===== src/rtl/pot_write_arbiter_if.sv =====
// Bus bundle between the pot write arbiter, its two requesters and the SPI pot writer.
// The master side is the requesters plus the writer; the slave side is the arbiter.
interface pot_write_arbiter_if;
    logic       req0_valid;
    logic [7:0] req0_data;
    logic       req0_ready;
    logic       req0_done;

    logic       req1_valid;
    logic [7:0] req1_data;
    logic       req1_ready;
    logic       req1_done;

    logic       pot_tx_en;
    logic [7:0] pot_data;
    logic       pot_tx_done;

    logic [7:0] wiper_q;
    logic       wiper_vld;
    logic       busy;
    logic       timeout_err;

    modport master (
        output req0_valid, req0_data, req1_valid, req1_data, pot_tx_done,
        input  req0_ready, req0_done, req1_ready, req1_done,
        input  pot_tx_en, pot_data, wiper_q, wiper_vld, busy, timeout_err
    );

    modport slave (
        input  req0_valid, req0_data, req1_valid, req1_data, pot_tx_done,
        output req0_ready, req0_done, req1_ready, req1_done,
        output pot_tx_en, pot_data, wiper_q, wiper_vld, busy, timeout_err
    );
endinterface


===== src/rtl/pot_write_arbiter.sv =====
// Round-robin arbiter sharing one MCP41010 SPI pot writer between the host command path
// (req0) and the level/track loop (req1); one write in flight, shadow of the wiper code.
module pot_write_arbiter #(
    parameter int GAP_CYC     = 4,
    parameter int TIMEOUT_CYC = 255,
    parameter bit SKIP_SAME   = 1'b1
) (
    input  logic               clk,
    input  logic               rst,
    pot_write_arbiter_if.slave bus
);

    typedef enum logic [2:0] {
        IDLE    = 3'd0,
        LAUNCH  = 3'd1,
        WAIT_LO = 3'd2,
        WAIT_HI = 3'd3,
        GAP     = 3'd4
    } state_t;

    localparam int               CNT_W      = 16;
    localparam logic [CNT_W-1:0] TMO_LAST   = CNT_W'(TIMEOUT_CYC - 1);
    localparam logic [CNT_W-1:0] GAP_LAST   = CNT_W'((GAP_CYC > 0) ? (GAP_CYC - 1) : 0);
    localparam state_t           AFTER_XFER = (GAP_CYC > 0) ? GAP : IDLE;

    state_t           state_q, state_d;
    logic [CNT_W-1:0] tmo_q, tmo_d;
    logic [CNT_W-1:0] gap_q, gap_d;
    logic             last_grant_q, last_grant_d;
    logic             owner_q, owner_d;
    logic [7:0]       pot_data_q, pot_data_d;
    logic [7:0]       shadow_q, shadow_d;
    logic             shadow_vld_q, shadow_vld_d;
    logic             ready0_q, ready0_d;
    logic             ready1_q, ready1_d;
    logic             done0_q, done0_d;
    logic             done1_q, done1_d;
    logic             tx_en_q, tx_en_d;
    logic             tmo_err_q, tmo_err_d;
    logic             skip_pend_q, skip_pend_d;

    logic             win_vld;
    logic             win;
    logic [7:0]       win_data;

    always_comb begin
        state_d      = state_q;
        tmo_d        = tmo_q;
        gap_d        = gap_q;
        last_grant_d = last_grant_q;
        owner_d      = owner_q;
        pot_data_d   = pot_data_q;
        shadow_d     = shadow_q;
        shadow_vld_d = shadow_vld_q;
        ready0_d     = 1'b0;
        ready1_d     = 1'b0;
        done0_d      = 1'b0;
        done1_d      = 1'b0;
        tx_en_d      = 1'b0;
        tmo_err_d    = 1'b0;
        skip_pend_d  = 1'b0;
        win_vld      = 1'b0;
        win          = 1'b0;
        win_data     = 8'h00;

        // A skipped write completes one cycle after its ready pulse.
        if (skip_pend_q) begin
            if (owner_q) begin
                done1_d = 1'b1;
            end else begin
                done0_d = 1'b1;
            end
        end

        case (state_q)
            IDLE: begin
                // While a ready pulse is out the requester still holds valid; do not regrant it.
                if (!ready0_q && !ready1_q) begin
                    if (bus.req0_valid && bus.req1_valid) begin
                        win_vld = 1'b1;
                        win     = ~last_grant_q;
                    end else if (bus.req0_valid) begin
                        win_vld = 1'b1;
                        win     = 1'b0;
                    end else if (bus.req1_valid) begin
                        win_vld = 1'b1;
                        win     = 1'b1;
                    end
                end
                win_data = win ? bus.req1_data : bus.req0_data;
                if (win_vld) begin
                    ready0_d     = ~win;
                    ready1_d     = win;
                    last_grant_d = win;
                    owner_d      = win;
                    pot_data_d   = win_data;
                    if (SKIP_SAME && shadow_vld_q && (win_data == shadow_q)) begin
                        skip_pend_d = 1'b1;
                    end else begin
                        state_d = LAUNCH;
                    end
                end
            end

            LAUNCH: begin
                tx_en_d = 1'b1;
                tmo_d   = '0;
                state_d = WAIT_LO;
            end

            WAIT_LO, WAIT_HI: begin
                tmo_d = tmo_q + CNT_W'(1);
                // Completion is checked before the timeout so a same-cycle tie counts as done.
                if ((state_q == WAIT_HI) && bus.pot_tx_done) begin
                    if (owner_q) begin
                        done1_d = 1'b1;
                    end else begin
                        done0_d = 1'b1;
                    end
                    shadow_d     = pot_data_q;
                    shadow_vld_d = 1'b1;
                    gap_d        = '0;
                    state_d      = AFTER_XFER;
                end else if (tmo_q == TMO_LAST) begin
                    tmo_err_d    = 1'b1;
                    shadow_vld_d = 1'b0;
                    gap_d        = '0;
                    state_d      = AFTER_XFER;
                end else if ((state_q == WAIT_LO) && !bus.pot_tx_done) begin
                    state_d = WAIT_HI;
                end
            end

            GAP: begin
                gap_d = gap_q + CNT_W'(1);
                if (gap_q == GAP_LAST) begin
                    state_d = IDLE;
                end
            end

            default: begin
                state_d = IDLE;
            end
        endcase
    end

    always_ff @(posedge clk or negedge rst) begin
        if (!rst) begin
            state_q      <= IDLE;
            tmo_q        <= '0;
            gap_q        <= '0;
            last_grant_q <= 1'b1;
            owner_q      <= 1'b0;
            pot_data_q   <= 8'h00;
            shadow_q     <= 8'h00;
            shadow_vld_q <= 1'b0;
            ready0_q     <= 1'b0;
            ready1_q     <= 1'b0;
            done0_q      <= 1'b0;
            done1_q      <= 1'b0;
            tx_en_q      <= 1'b0;
            tmo_err_q    <= 1'b0;
            skip_pend_q  <= 1'b0;
        end else begin
            state_q      <= state_d;
            tmo_q        <= tmo_d;
            gap_q        <= gap_d;
            last_grant_q <= last_grant_d;
            owner_q      <= owner_d;
            pot_data_q   <= pot_data_d;
            shadow_q     <= shadow_d;
            shadow_vld_q <= shadow_vld_d;
            ready0_q     <= ready0_d;
            ready1_q     <= ready1_d;
            done0_q      <= done0_d;
            done1_q      <= done1_d;
            tx_en_q      <= tx_en_d;
            tmo_err_q    <= tmo_err_d;
            skip_pend_q  <= skip_pend_d;
        end
    end

    assign bus.req0_ready  = ready0_q;
    assign bus.req1_ready  = ready1_q;
    assign bus.req0_done   = done0_q;
    assign bus.req1_done   = done1_q;
    assign bus.pot_tx_en   = tx_en_q;
    assign bus.pot_data    = pot_data_q;
    assign bus.wiper_q     = shadow_q;
    assign bus.wiper_vld   = shadow_vld_q;
    assign bus.busy        = (state_q != IDLE);
    assign bus.timeout_err = tmo_err_q;

endmodule


===== src/flat_wrapper.sv =====
// flat-port wrapper written by rule: the top's interface ports become plain ports
module pot_write_arbiter_flat 
#(
    parameter int GAP_CYC     = 4,
    parameter int TIMEOUT_CYC = 255,
    parameter bit SKIP_SAME   = 1'b1
)
  (clk, rst, bus_req0_valid, bus_req0_data, bus_req1_valid, bus_req1_data, bus_pot_tx_done, bus_req0_ready, bus_req0_done, bus_req1_ready, bus_req1_done, bus_pot_tx_en, bus_pot_data, bus_wiper_q, bus_wiper_vld, bus_busy, bus_timeout_err);
  pot_write_arbiter_if bus_i ();
  input  logic clk;
  input  logic rst;
  input wire logic [$bits(bus_i.req0_valid)-1:0] bus_req0_valid;
  input wire logic [$bits(bus_i.req0_data)-1:0] bus_req0_data;
  input wire logic [$bits(bus_i.req1_valid)-1:0] bus_req1_valid;
  input wire logic [$bits(bus_i.req1_data)-1:0] bus_req1_data;
  input wire logic [$bits(bus_i.pot_tx_done)-1:0] bus_pot_tx_done;
  output wire logic [$bits(bus_i.req0_ready)-1:0] bus_req0_ready;
  output wire logic [$bits(bus_i.req0_done)-1:0] bus_req0_done;
  output wire logic [$bits(bus_i.req1_ready)-1:0] bus_req1_ready;
  output wire logic [$bits(bus_i.req1_done)-1:0] bus_req1_done;
  output wire logic [$bits(bus_i.pot_tx_en)-1:0] bus_pot_tx_en;
  output wire logic [$bits(bus_i.pot_data)-1:0] bus_pot_data;
  output wire logic [$bits(bus_i.wiper_q)-1:0] bus_wiper_q;
  output wire logic [$bits(bus_i.wiper_vld)-1:0] bus_wiper_vld;
  output wire logic [$bits(bus_i.busy)-1:0] bus_busy;
  output wire logic [$bits(bus_i.timeout_err)-1:0] bus_timeout_err;
  assign bus_i.req0_valid = bus_req0_valid;
  assign bus_i.req0_data = bus_req0_data;
  assign bus_i.req1_valid = bus_req1_valid;
  assign bus_i.req1_data = bus_req1_data;
  assign bus_i.pot_tx_done = bus_pot_tx_done;
  assign bus_req0_ready = bus_i.req0_ready;
  assign bus_req0_done = bus_i.req0_done;
  assign bus_req1_ready = bus_i.req1_ready;
  assign bus_req1_done = bus_i.req1_done;
  assign bus_pot_tx_en = bus_i.pot_tx_en;
  assign bus_pot_data = bus_i.pot_data;
  assign bus_wiper_q = bus_i.wiper_q;
  assign bus_wiper_vld = bus_i.wiper_vld;
  assign bus_busy = bus_i.busy;
  assign bus_timeout_err = bus_i.timeout_err;
  pot_write_arbiter #(.GAP_CYC(GAP_CYC), .TIMEOUT_CYC(TIMEOUT_CYC), .SKIP_SAME(SKIP_SAME)) u_core (.clk(clk), .rst(rst), .bus(bus_i));
endmodule

===== config.mk =====
export PLATFORM = sky130hd
export DESIGN_NAME = pot_write_arbiter_flat
export DESIGN_NICKNAME = d
export VERILOG_FILES = /design/src/rtl/pot_write_arbiter_if.sv /design/src/rtl/pot_write_arbiter.sv /design/src/flat_wrapper.sv
export SDC_FILE = /design/constraint.sdc
export NUM_CORES = 1
export LEC_CHECK = 0
export CAP_MARGIN = 10
export CORE_MARGIN = 5
export CORE_UTILIZATION = 42
export DETAILED_ROUTE_END_ITERATION = 7
export DONT_BUFFER_PORTS = 1
export PLACE_DENSITY = 0.66
export SLEW_MARGIN = 0
export SYNTH_ARGS = -nofsm -noshare
export SYNTH_HDL_FRONTEND = slang
export SYNTH_SLANG_ARGS = --single-unit

===== constraint.sdc =====
create_clock -name clk -period 2.3 [get_ports clk]
set_clock_uncertainty 0.05 [all_clocks]
set_input_delay 0.23 -clock clk [delete_from_list [all_inputs] [get_ports clk]]
set_output_delay 0.23 -clock clk [all_outputs]
set_load 0.01 [all_outputs]

==> impl_metrics.json <==
{
  "run_status": "finished clean",
  "wirelength_microns": 6264,
  "crit_family": "simple AND/OR/NAND/NOR gates",
  "cp_max_fo": 5,
  "mostFrequentLayoutCells": "nand2_1, dfrtp_1, nor2_1",
  "viasPerCell": 5.152,
  "antenna_found_initial": 0,
  "cp.required_ns": 2.44,
  "cts_inserted_buffers": 9,
  "internal-power_mw": 2.288,
  "timing.rr.end": "u_core.skip_pend_q",
  "postCtsSetupBuffers": 0,
  "syn_to_final_growth_pct": 11.88,
  "grt.total_usage_pct": 15.47,
  "die_y_microns": 94.84,
  "cts_tree": "built",
  "synthCells": 314,
  "final_area_sq_um": 3382,
  "combPwrFrac_pct": 24.8,
  "die_w_microns": 94.84,
  "finalHoldViolCount": 0,
  "clock_sinks": 61,
  "portBuffers": 0,
  "p_sw_share_pct": 36.34,
  "fillers": 704,
  "hold_ws_ns": 0.05244,
  "critPathBufInv": 0,
  "fin_nets": 347,
  "grt_pass1_wl_microns": 10890,
  "worstSkewPairLatency_ns": 0.33,
  "holdPathEnd": "u_core.state_q[0]",
  "yosys_most_used_dff": "dfrtp_1",
  "top_level_ports": 45,
  "r2r_cells": 5,
  "place_area_sq_um": 3120,
  "ir_drop_mv": 0.6451,
  "dieArea_sq_um": 8994,
  "r2r-start": "u_core.bus.req1_ready",
  "dpl.hpwl_microns": 4492,
  "rrSetupSlack_ns": 0.28,
  "powerDensity_nw_per_um2": 1063,
  "slowest_stage": "dfrtp_1",
  "firstDrtPassIters": 5,
  "drc_errors": 0,
  "clock_path_buffers": 2,
  "synth_area_sq_um": 3023,
  "startpoint_type": "register",
  "drive_above_1_share_pct": 13.11,
  "synthArstFlopShare_pct": 100.0,
  "crit_chain": "nor2_1 > and3_1 > mux2i_1 > xnor2_1 > nor4_1",
  "worst_slew_pin_slew_ns": 0.5693,
  "critical-path-max-stage-delay_ns": 0.43,
  "ant_nets": 0,
  "cap_viol_max_count": 0,
  "wl_per_cell_microns": 14.67,
  "synth_edf_count": 0,
  "antenna_cells": 0,
  "drt-initial-drc-count": 112,
  "yosys_warnings": 0,
  "htree_levels": 3,
  "gp_congestion": 0.8054,
  "gr-total-overflow": 0,
  "initial_core_util_pct": 42.36,
  "layout_min_cycle_time_ns": 2.025,
  "cp.arrival_ns": 2.17,
  "p_clk_share_pct": 28.3,
  "path_class": "register to register",
  "yosysSeqAreaShare_pct": 50.54,
  "clockRootBuffer": "clkbuf_8",
  "num_vias": 2200,
  "hold_start": "bus_pot_tx_done",
  "setup-violations-final": 0,
  "clk_pin_slew_ns": 0.07,
  "endpoint_kind": "register",
  "rows": 31,
  "fin_tns_setup_ns": 0,
  "hold_class": "primary input to register",
  "ys_seq_elements": 61,
  "slew_violations": 0,
  "syn_nets": 338,
  "max_freq_mhz": 493.9,
  "whs_path_depth": 3,
  "rsz0062_at_grt": "no",
  "seqPwrFrac_pct": 46.9,
  "avgSynthCellArea_sq_um": 9.627,
  "total_leakage_power_nw": 1.565,
  "switchingPower_mw": 1.306,
  "core_area_sq_um": 7137,
  "first_global_vias": 2275,
  "grt_max_degree": 62,
  "ys_types": 49,
  "final_common_cell": "nand2_1",
  "finalCritPeriodShare_pct": 88.02,
  "slew_headroom_pct": 61.88
}
==> flip-flops by register name (all words and copies together), names as in the netlist <==
name / flops
u_core.owner_q: 1
u_core.bus.wiper_vld: 1
u_core.bus.pot_tx_en: 1
u_core.bus.req0_ready: 1
u_core.skip_pend_q: 1
u_core.last_grant_q: 1
u_core.bus.req0_done: 1
u_core.tmo_q: 16
u_core.bus.req1_ready: 1
u_core.bus.pot_data: 8
u_core.bus.req1_done: 1
u_core.state_q: 3
u_core.gap_q: 16
u_core.bus.wiper_q: 8
u_core.bus.timeout_err: 1
==> synth_stat cells, drive strengths merged, types with 3 or more instances <==
| library cell | instances | area (sq um) |
|---|---|---|
| a21oi | 6 | 30.03 |
| and2 | 6 | 38.79 |
| and3 | 4 | 26.28 |
| and4 | 4 | 42.54 |
| buf | 5 | 48.79 |
| clkbuf | 6 | 22.52 |
| dfrtp | 60 | 1501 |
| ha | 3 | 37.54 |
| inv | 10 | 37.54 |
| mux2i | 8 | 80.08 |
| nand2 | 63 | 246.5 |
| nand3 | 15 | 85.08 |
| nand4 | 8 | 50.05 |
| nor2 | 29 | 111.4 |
| nor3 | 6 | 51.30 |
| nor4 | 6 | 37.54 |
| o211ai | 5 | 37.54 |
| o21ai | 20 | 100.1 |
| o31ai | 4 | 30.03 |
| or2 | 4 | 25.02 |
| xnor2 | 8 | 70.07 |
| xor2 | 14 | 122.6 |
==> power groups by stage <==
| stage | Sequential [mW] | Combinational [mW] | Clock [mW] |
|---|---|---|---|
| final | 1.69 | 0.890 | 1.02 |
| after global routing | 1.73 | 1.02 | 1.08 |
| after CTS | 1.69 | 0.902 | 1.04 |
| after detailed placement | 1.71 | 0.870 | 0 |
| after global placement | 1.70 | 0.840 | 0 |
| after floorplan | 1.59 | 0.758 | 0 |
==> worst min-delay path: cells and delay by family <==
family	cells	cell delay (ns)
simple gates	3	0.16
==> what timing repair did <==
item                                   in CTS  in global routing
endpoints found under the hold margin      62                  0
hold buffers                                3                  0
gates resized for setup                     0                  0
==> final cells by class <==
| cell class | instances | area [sq um] | area share (%) |
|---|---|---|---|
| Multi-Input combinational cell | 232 | 1386 | 40.99 |
| Clock inverter | 7 | 90.09 | 2.664 |
| Inverter | 10 | 37.54 | 1.110 |
| Sequential cell | 61 | 1528 | 45.17 |
| Clock buffer | 9 | 123.9 | 3.663 |
| Timing Repair Buffer | 9 | 92.59 | 2.738 |
| Tap cell | 99 | 123.9 | 3.663 |
==> through the flow <==
step | power [mW] | worst slack, ns | util (%) | instances
after floorplan | 2.344 | 0.5892 | - | 314
after global placement | 2.538 | 0.2648 | 43.72 | 408
after detailed placement | 2.578 | 0.2714 | 43.72 | 408
after CTS | 3.634 | 0.2515 | 47.39 | 427
after global routing | 3.835 | 0.1484 | 47.39 | 427
final | 3.594 | 0.2755 | 47.39 | 427
==> per-layer routing <==
metal  vias to the layer above  GRT usage, %  part of all wire, %
met3                        11         4.622                  6.4
met4                         0         6.851                  1.7
met2                        54         23.78                   46
li1                       1095             -                    -
met5                         -             0                    0
met1                      1040         20.16                   46
==> cells by family after synthesis <==
family / after synthesis / synth area share, %
fa+ha+maj: 3 / 1.242
compound gates: 44 / 9.190
buf+inv: 21 / 3.601
flops: 61 / 50.54
mux: 10 / 3.394
simple gates: 153 / 25.66
xor+xnor: 22 / 6.374
==> worst max path at each step <==
stage	start	endpoint	cells after the start
after detailed placement	u_core.bus.req1_ready	u_core.skip_pend_q	5
after global routing	u_core.tmo_q[0]	u_core.gap_q[1]	7
after global placement	u_core.bus.req1_ready	u_core.skip_pend_q	5
final	u_core.bus.req1_ready	u_core.skip_pend_q	5
after floorplan	u_core.tmo_q[0]	u_core.gap_q[10]	8
after CTS	u_core.bus.req1_ready	u_core.skip_pend_q	5
(Power assumes the default switching activity.)
